--- src/rtl/vga_pkg.sv ---
// Shared timing, tilemap geometry and scan-bus types for the VGA tile front end.
package vga_pkg;

  localparam int unsigned H_SYNC     = 92;
  localparam int unsigned H_BACK     = 50;
  localparam int unsigned H_DISPLAY  = 640;
  localparam int unsigned H_FRONT    = 18;
  localparam int unsigned H_LINE     = H_SYNC + H_BACK + H_DISPLAY + H_FRONT;

  localparam int unsigned V_SYNC     = 2;
  localparam int unsigned V_BACK     = 33;
  localparam int unsigned V_DISPLAY  = 480;
  localparam int unsigned V_FRONT    = 10;
  localparam int unsigned V_FRAME    = V_SYNC + V_BACK + V_DISPLAY + V_FRONT;

  localparam int unsigned TILE_SHIFT = 5;
  localparam int unsigned MAP_COLS   = 20;
  localparam int unsigned MAP_ROWS   = 15;
  localparam int unsigned ROW_STRIDE = 16;

  localparam int unsigned GRASS      = 1;
  localparam int unsigned ROAD       = 2;

  localparam int unsigned H_CNT_W    = 10;
  localparam int unsigned V_CNT_W    = 10;
  localparam int unsigned X_W        = 10;
  localparam int unsigned Y_W        = 9;
  localparam int unsigned ADDR_W     = 11;
  localparam int unsigned CELL_X_W   = 5;
  localparam int unsigned CELL_Y_W   = 4;
  localparam int unsigned PX_W       = 5;
  localparam int unsigned NIB_W      = 2;

  // Everything that travels down the delay line alongside the BRAM read.
  typedef struct packed {
    logic                hs;
    logic                vs;
    logic                act;
    logic [NIB_W-1:0]    nib;
    logic [CELL_X_W-1:0] cell_x;
    logic [CELL_Y_W-1:0] cell_y;
    logic [PX_W-1:0]     px_x;
    logic [PX_W-1:0]     px_y;
  } scan_t;

  localparam int unsigned SCAN_W = $bits(scan_t);

  localparam scan_t SCAN_RESET = '{
    hs:     1'b1,
    vs:     1'b1,
    act:    1'b0,
    nib:    '0,
    cell_x: '0,
    cell_y: '0,
    px_x:   '0,
    px_y:   '0
  };

endpackage

--- src/rtl/pipe_delay.sv ---
// Fixed-depth shift register with asynchronous clear to a parameterised value.
module pipe_delay #(
  parameter int unsigned     WIDTH   = 8,
  parameter int unsigned     DEPTH   = 1,
  parameter logic [WIDTH-1:0] RST_VAL = '0
) (
  input  logic             i_clk,
  input  logic             i_rst,
  input  logic [WIDTH-1:0] i_d,
  output logic [WIDTH-1:0] o_q
);

  generate
    if (DEPTH == 0) begin : g_bypass
      assign o_q = i_d;
    end else begin : g_shift
      logic [WIDTH-1:0] r_sr [DEPTH];

      always_ff @(posedge i_clk or posedge i_rst) begin
        if (i_rst) begin
          for (int i = 0; i < DEPTH; i++) r_sr[i] <= RST_VAL;
        end else begin
          r_sr[0] <= i_d;
          for (int i = 1; i < DEPTH; i++) r_sr[i] <= r_sr[i-1];
        end
      end

      assign o_q = r_sr[DEPTH-1];
    end
  endgenerate

endmodule

--- src/rtl/vga_tile_scanner.sv ---
// 640x480 raster counters, tilemap address generation and a delay line that
// aligns sync/cell outputs with the tilemap BRAM read data.
module vga_tile_scanner #(
  parameter int unsigned H_SYNC     = vga_pkg::H_SYNC,
  parameter int unsigned H_BACK     = vga_pkg::H_BACK,
  parameter int unsigned H_DISPLAY  = vga_pkg::H_DISPLAY,
  parameter int unsigned H_FRONT    = vga_pkg::H_FRONT,
  parameter int unsigned V_SYNC     = vga_pkg::V_SYNC,
  parameter int unsigned V_BACK     = vga_pkg::V_BACK,
  parameter int unsigned V_DISPLAY  = vga_pkg::V_DISPLAY,
  parameter int unsigned V_FRONT    = vga_pkg::V_FRONT,
  parameter int unsigned PIPE_DELAY = 2
) (
  input  logic                          i_Clk,
  input  logic                          i_reset,
  output logic                          o_VGA_HSync,
  output logic                          o_VGA_VSync,
  output logic                          o_active,
  output logic [vga_pkg::ADDR_W-1:0]    o_map_addr,
  output logic [vga_pkg::NIB_W-1:0]     o_nibble_sel,
  output logic [vga_pkg::CELL_X_W-1:0]  o_cell_x,
  output logic [vga_pkg::CELL_Y_W-1:0]  o_cell_y,
  output logic [vga_pkg::PX_W-1:0]      o_px_x,
  output logic [vga_pkg::PX_W-1:0]      o_px_y,
  output logic                          o_frame_tick
);

  import vga_pkg::*;

  localparam int unsigned LINE_LEN  = H_SYNC + H_BACK + H_DISPLAY + H_FRONT;
  localparam int unsigned FRAME_LEN = V_SYNC + V_BACK + V_DISPLAY + V_FRONT;
  localparam int unsigned HA_START  = H_SYNC + H_BACK;
  localparam int unsigned HA_END    = HA_START + H_DISPLAY;
  localparam int unsigned VA_START  = V_SYNC + V_BACK;
  localparam int unsigned VA_END    = VA_START + V_DISPLAY;
  localparam int unsigned STRIDE_SH = $clog2(ROW_STRIDE);

  logic [H_CNT_W-1:0]  r_h_cnt;
  logic [V_CNT_W-1:0]  r_v_cnt;
  logic                w_h_last;
  logic                w_v_last;

  logic [X_W-1:0]      w_x;
  logic [Y_W-1:0]      w_y;
  logic                w_act;
  logic [CELL_X_W-1:0] w_cell_x;
  logic [CELL_Y_W-1:0] w_cell_y;
  logic [ADDR_W-1:0]   w_addr;
  scan_t               w_s0;

  scan_t               r_s0;
  logic [ADDR_W-1:0]   r_map_addr;
  logic                r_frame_tick;
  scan_t               w_dly;

  assign w_h_last = (r_h_cnt == H_CNT_W'(LINE_LEN - 1));
  assign w_v_last = (r_v_cnt == V_CNT_W'(FRAME_LEN - 1));

  // Raster position; the line counter advances only on the pixel-counter wrap.
  always_ff @(posedge i_Clk or posedge i_reset) begin
    if (i_reset) begin
      r_h_cnt <= '0;
      r_v_cnt <= '0;
    end else if (w_h_last) begin
      r_h_cnt <= '0;
      r_v_cnt <= w_v_last ? '0 : r_v_cnt + V_CNT_W'(1);
    end else begin
      r_h_cnt <= r_h_cnt + H_CNT_W'(1);
    end
  end

  // Stage-0 decode; everything positional is zeroed outside the visible window.
  always_comb begin
    w_x      = X_W'(r_h_cnt - H_CNT_W'(HA_START));
    w_y      = Y_W'(r_v_cnt - V_CNT_W'(VA_START));
    w_act    = (r_h_cnt >= H_CNT_W'(HA_START)) && (r_h_cnt < H_CNT_W'(HA_END)) &&
               (r_v_cnt >= V_CNT_W'(VA_START)) && (r_v_cnt < V_CNT_W'(VA_END));
    w_cell_x = CELL_X_W'(w_x >> TILE_SHIFT);
    w_cell_y = CELL_Y_W'(w_y >> TILE_SHIFT);
    w_addr   = '0;

    w_s0        = SCAN_RESET;
    w_s0.hs     = ~(r_h_cnt < H_CNT_W'(H_SYNC));
    w_s0.vs     = ~(r_v_cnt < V_CNT_W'(V_SYNC));
    w_s0.act    = w_act;
    if (w_act) begin
      w_addr      = (ADDR_W'(w_cell_y) << STRIDE_SH) + ADDR_W'(w_cell_x >> 2);
      w_s0.nib    = w_cell_x[NIB_W-1:0];
      w_s0.cell_x = w_cell_x;
      w_s0.cell_y = w_cell_y;
      w_s0.px_x   = w_x[PX_W-1:0];
      w_s0.px_y   = w_y[PX_W-1:0];
    end
  end

  always_ff @(posedge i_Clk or posedge i_reset) begin
    if (i_reset) begin
      r_s0         <= SCAN_RESET;
      r_map_addr   <= '0;
      r_frame_tick <= 1'b0;
    end else begin
      r_s0         <= w_s0;
      r_map_addr   <= w_addr;
      r_frame_tick <= w_h_last && w_v_last;
    end
  end

  // Remaining stages so the delayed bus lands with the BRAM data and tile decode.
  pipe_delay #(
    .WIDTH   (SCAN_W),
    .DEPTH   (PIPE_DELAY - 1),
    .RST_VAL (SCAN_RESET)
  ) u_pipe_delay (
    .i_clk (i_Clk),
    .i_rst (i_reset),
    .i_d   (r_s0),
    .o_q   (w_dly)
  );

  assign o_VGA_HSync  = w_dly.hs;
  assign o_VGA_VSync  = w_dly.vs;
  assign o_active     = w_dly.act;
  assign o_nibble_sel = w_dly.nib;
  assign o_cell_x     = w_dly.cell_x;
  assign o_cell_y     = w_dly.cell_y;
  assign o_px_x       = w_dly.px_x;
  assign o_px_y       = w_dly.px_y;
  assign o_map_addr   = r_map_addr;
  assign o_frame_tick = r_frame_tick;

endmodule

--- config.mk ---
export PLATFORM = sky130hd
export DESIGN_NAME = vga_tile_scanner
export DESIGN_NICKNAME = d
export VERILOG_FILES = /design/src/rtl/vga_pkg.sv /design/src/rtl/pipe_delay.sv /design/src/rtl/vga_tile_scanner.sv
export SDC_FILE = /design/constraint.sdc
export NUM_CORES = 1
export LEC_CHECK = 0
export ABC_CLOCK_PERIOD_IN_PS = 2600
export CAP_MARGIN = 20
export CELL_PAD_IN_SITES_DETAIL_PLACEMENT = 1
export CELL_PAD_IN_SITES_GLOBAL_PLACEMENT = 1
export CORE_ASPECT_RATIO = 2
export CORE_MARGIN = 10
export CORE_UTILIZATION = 44
export DETAILED_ROUTE_END_ITERATION = 6
export PLACE_DENSITY_LB_ADDON = 0.2
export SKIP_LAST_GASP = 1
export SLEW_MARGIN = 20
export SYNTH_ARGS = -nofsm -noshare
export SYNTH_HDL_FRONTEND = slang
export SYNTH_HIERARCHICAL = 1
export SYNTH_SLANG_ARGS = --single-unit
--- constraint.sdc ---
create_clock -name i_Clk -period 2.6 [get_ports i_Clk]
set_input_delay 0.78 -clock i_Clk [delete_from_list [all_inputs] [get_ports i_Clk]]
set_output_delay 0.78 -clock i_Clk [all_outputs]
set_load 0.03 [all_outputs]
* Word level (Yosys, flattened, before mapping)
Index checks and enable logic that the tools add are counted.
** Word-level totals
- Bits in registers :: 80
- Input port bits :: 2
** Operators by class
- Add/sub/neg operators :: 5
- Order comparisons :: 6
- Equality and inequality tests :: 2
- Muxes and demuxes :: 4
- Bitwise gates (word level) :: 2
- Reduce and logical (&&, ||, !) cells :: 4
** Operators with widths (number)
- $mux W21 :: 1
- $add A10 B1 Y10 const B :: 2
- $eq A10 B10 Y1 const B :: 2
- $lt A10 B10 Y1 const B :: 2
- $mux W10 :: 2
- $mux W11 :: 1
- $ge A10 B6 Y1 const B :: 1
- $ge A10 B8 Y1 const B :: 1
- $lt A10 B2 Y1 const B :: 1
- $lt A10 B7 Y1 const B :: 1
- $sub A10 B8 Y10 const B :: 1
- $add A8 B3 Y9 :: 1
- $sub A9 B6 Y9 const B :: 1
- $logic_and A1 B1 Y1 :: 4
- $not A1 Y1 :: 2

* Logic depth before layout (Yosys ltp)
- Word-level depth :: 5
- Mapped depth :: 7
- Depth with buffers taken out :: 6

* By module
Netlist, hierarchy kept.
** Modules (own cells, without submodules)
- vga_tile_scanner :: times used 1, cells an instance 205, area an instance 2248.4 sq um, seq. area each 1078.5 sq um
- pipe_delay :: times used 1, cells an instance 25, area an instance 606.8 sq um, seq. area each 603.1 sq um

* Least setup slack after synthesis
OpenSTA, ideal clock, no wires.
- Path kind :: register to register
- Start :: register r_v_cnt[0]
- End :: register r_s0[1] (netlist bit)
- Arrival time :: 1778 ps
- Required time :: 2471 ps
- Path slack :: 693 ps
- Cell stages (with the launch flop) :: 8
- Buffers on the path :: 2
- Clock period less this slack :: 1907 ps
- Path through :: dfrtp_1 -> ha_1 -> clkbuf_1 -> o41ai_2 -> a21oi_1 -> a31oi_1 -> buf_2 -> nor3b_2
** RTL lines
- start: declaration :: RTL line vga_tile_scanner.sv:39 : logic [V_CNT_W-1:0] r_v_cnt;
- start signal: assignment :: RTL line vga_tile_scanner.sv:66 : r_v_cnt <= w_v_last ? '0 : r_v_cnt + V_CNT_W'(1);
- end signal: assignment :: RTL line vga_tile_scanner.sv:102 : r_s0 <= w_s0;
- end: declaration :: RTL line vga_tile_scanner.sv:51 : scan_t r_s0;

* Worst setup path after layout
- Start :: register u_pipe_delay.g_shift.r_sr, in the netlist u_pipe_delay/o_q[23]
- End :: output port o_VGA_HSync
** RTL lines
- start: declaration :: RTL line pipe_delay.sv:17 : logic [WIDTH-1:0] r_sr [DEPTH];
- end: declaration :: RTL line vga_tile_scanner.sv:16 : output logic o_VGA_HSync,
No word-level cell between the ends.

==> run metrics <==
Reg clk slew, reported paths 50 ps; Root Driver clkbuf_16; Tot GR Track Use 0.123; Syn Inst Count 230; Initial Util 0.453; crit share post-route 0.880; Ports 38; fill count 655; Clock Skew 3.30 ps; DR iter-0 viols 69; Final TNS setup 0 ps; Crit path max-delay family buffers and inverters; GR Layer Usage met3 0.0355; Final Util 0.550; number of global-route vias before repair 1950; DRT Wirelength 5750 um; Lkg Pwr 0.00152 uW; Pre-antenna DRT Iters 4; hold buffers post-CTS 0; register bit total from synthesis 67; layout net count 261; vias per inst 5.04; worst hold endpoint u_pipe_delay/o_q[4]; # Post-CTS Setup Buffers 0; Hold Slack 345 ps; cts bufs inserted 9; Hold Crit Start r_s0[4]; startpoint types flop; port bufs 33; Vias 1744; TritonCTS clock tree built; min-delay worst type flop to flop; max cap viols 0; clock network power share 0.527; Antenna Nets Post-Route 0; largest net degree at the start of global routing 44; Psw 459 uW; gr busiest metal met2; first-pass GRT wire length 9930 um; drc violations 0; Crit-path slowest cell clkdlybuf4s50_1; ANT cells 0; crit-path cells clkdlybuf4s50_1; Post-synth ARST share 1.00; register area share after synthesis 0.589; Post-DP HPWL 3960 um; kind of end point of the critical path primary output; Slew HR 0.561; commonest non-fill, non-tap cells in the layout 63 x dfrtp_1, 33 x clkdlybuf4s50_1, 18 x xnor2_1; Sw Ratio 0.202; top_reg_cell synth dfrtp_1; count of final max-slew check failures 0; R2R Setup Slk 480 ps; CP Data Arrival Time 1510 ps; Multi-input gate area 993 um2; commonest non-fill, non-tap cell in the layout dfrtp_1; Max IR drop VDD 0.335 mV; Fin. Hold Viols 0; RSZ-0062 raised after global routing no; area grow syn2layout 21.6%; crit path buf inv count 1; Netlist cell types 41; met1 usage 0.126; GRT overflow 0; Fmax 437 MHz; clk_lat worst skew 330 ps; DIE WIDTH 77.0 um; Avg Cell Area, Syn 12.4 um2; CP max FO 1; Req. time, crit path 1820 ps; status finished, final reports clean; mapped cell area 0.00286 mm2; share of cells above drive strength 1 0.188; crit path time final 2290 ps; core outline area 0.00631 mm2; Crit Reg-Reg Endpoint r_s0[2]; number of antenna violations at the first check in global routing 0; worst r2r path cells 6; power density over the cells 654 mW/mm2; maximum level of the CTS H-tree 3; FF/Latch Area 0.00168 mm2; Die Area 0.0103 mm2; combinational share of power 0.014; Largest stage delay, worst path 660 ps; WS Path Type flop to primary output; met2 Track Usage GR 0.211; Reg power frac 0.460; Pint 1810 uW; routability cong. 0.761; Reg2Reg Launch Point r_v_cnt[0]; Crit path depth 1; Worst-Margin Slew 652 ps; routed wire length per instance 16.6 um; Worst Hold Path Cells 0; Site Rows 41; DIE HEIGHT 134 um; setup violators final 0; CTS Buffer Depth 2; number of synthesized flops with an enable pin 0; clock sink count 67; Yosys warning total 6; post-cts sizing count 0
## registers in the layout, summed over array words and instances (netlist names)
name,count
r_s0,20
o_map_addr,2
r_v_cnt,10
r_h_cnt,10
u_pipe_delay/o_q,24
o_frame_tick,1
## layer usage
metal / part of all wire / routed length (um)
met5: 0 / 0
met4: 0.027 / 155
met3: 0.042 / 241
met2: 0.55 / 3180
met1: 0.38 / 2180
## power groups by stage
stage | clock, uW | sequential [uW] | combinational (uW)
floorplan | 0 | 1060 | 27.5
detailed placement | 0 | 1060 | 32.4
CTS | 1230 | 1040 | 32.4
global placement | 0 | 1060 | 32.0
finish | 1200 | 1040 | 31.1
global route | 1280 | 1040 | 36.1
## how the worst max path moves through the flow
| stage | startpoint | to | slack (ps) |
|---|---|---|---|
| final | u_pipe_delay/o_q[23] | o_VGA_HSync | 310 |
| after global routing | u_pipe_delay/o_q[22] | o_VGA_VSync | 280 |
| after CTS | u_pipe_delay/o_q[23] | o_VGA_HSync | 290 |
| after detailed placement | r_v_cnt[0] | r_s0[11] | 500 |
| after global placement | r_h_cnt[5] | r_s0[11] | 590 |
| after floorplan | r_v_cnt[0] | r_s0[1] | 690 |
## per-stage QoR
step	cells	area, um2	power (uW)	setup WS, ps
2_1_floorplan	233	2870	1090	693
3_3_place_gp	330	3180	1090	586
3_5_place_dp	330	3180	1090	504
4_1_cts	346	3470	2300	293
5_1_grt	346	3470	2360	277
6_report	346	3470	2270	313
## final cells by class
cell class,count,area share
Sequential cell,67,0.484
Multi-Input combinational cell,132,0.286
Timing Repair Buffer,38,0.106
Clock buffer,12,0.0710
Tap cell,86,0.0310
Clock inverter,4,0.0144
Inverter,7,0.00756
## cell families after synthesis
group	Yosys count	share of synthesized area
fa+ha+maj	4	0.0175
simple gates	77	0.186
mux	1	0.00351
compound gates	22	0.0600
buf+inv	34	0.0692
other cells	1	0.00131
xor+xnor	24	0.0736
flops	67	0.589
## cell usage after synthesis (5+ instances only)
master | count | share of area
xor2_1 | 6 | 0.018
xnor2_1 | 18 | 0.055
nor3_2 | 16 | 0.056
buf_2 | 5 | 0.0088
nor2_1 | 10 | 0.013
nor4_1 | 5 | 0.011
clkbuf_1 | 7 | 0.0092
nand2_1 | 5 | 0.0066
nand3_1 | 13 | 0.023
buf_4 | 11 | 0.029
a31oi_1 | 5 | 0.011
inv_1 | 7 | 0.0092
dfrtp_1 | 63 | 0.55
a21oi_1 | 5 | 0.0088
(Power assumes the default switching activity.)
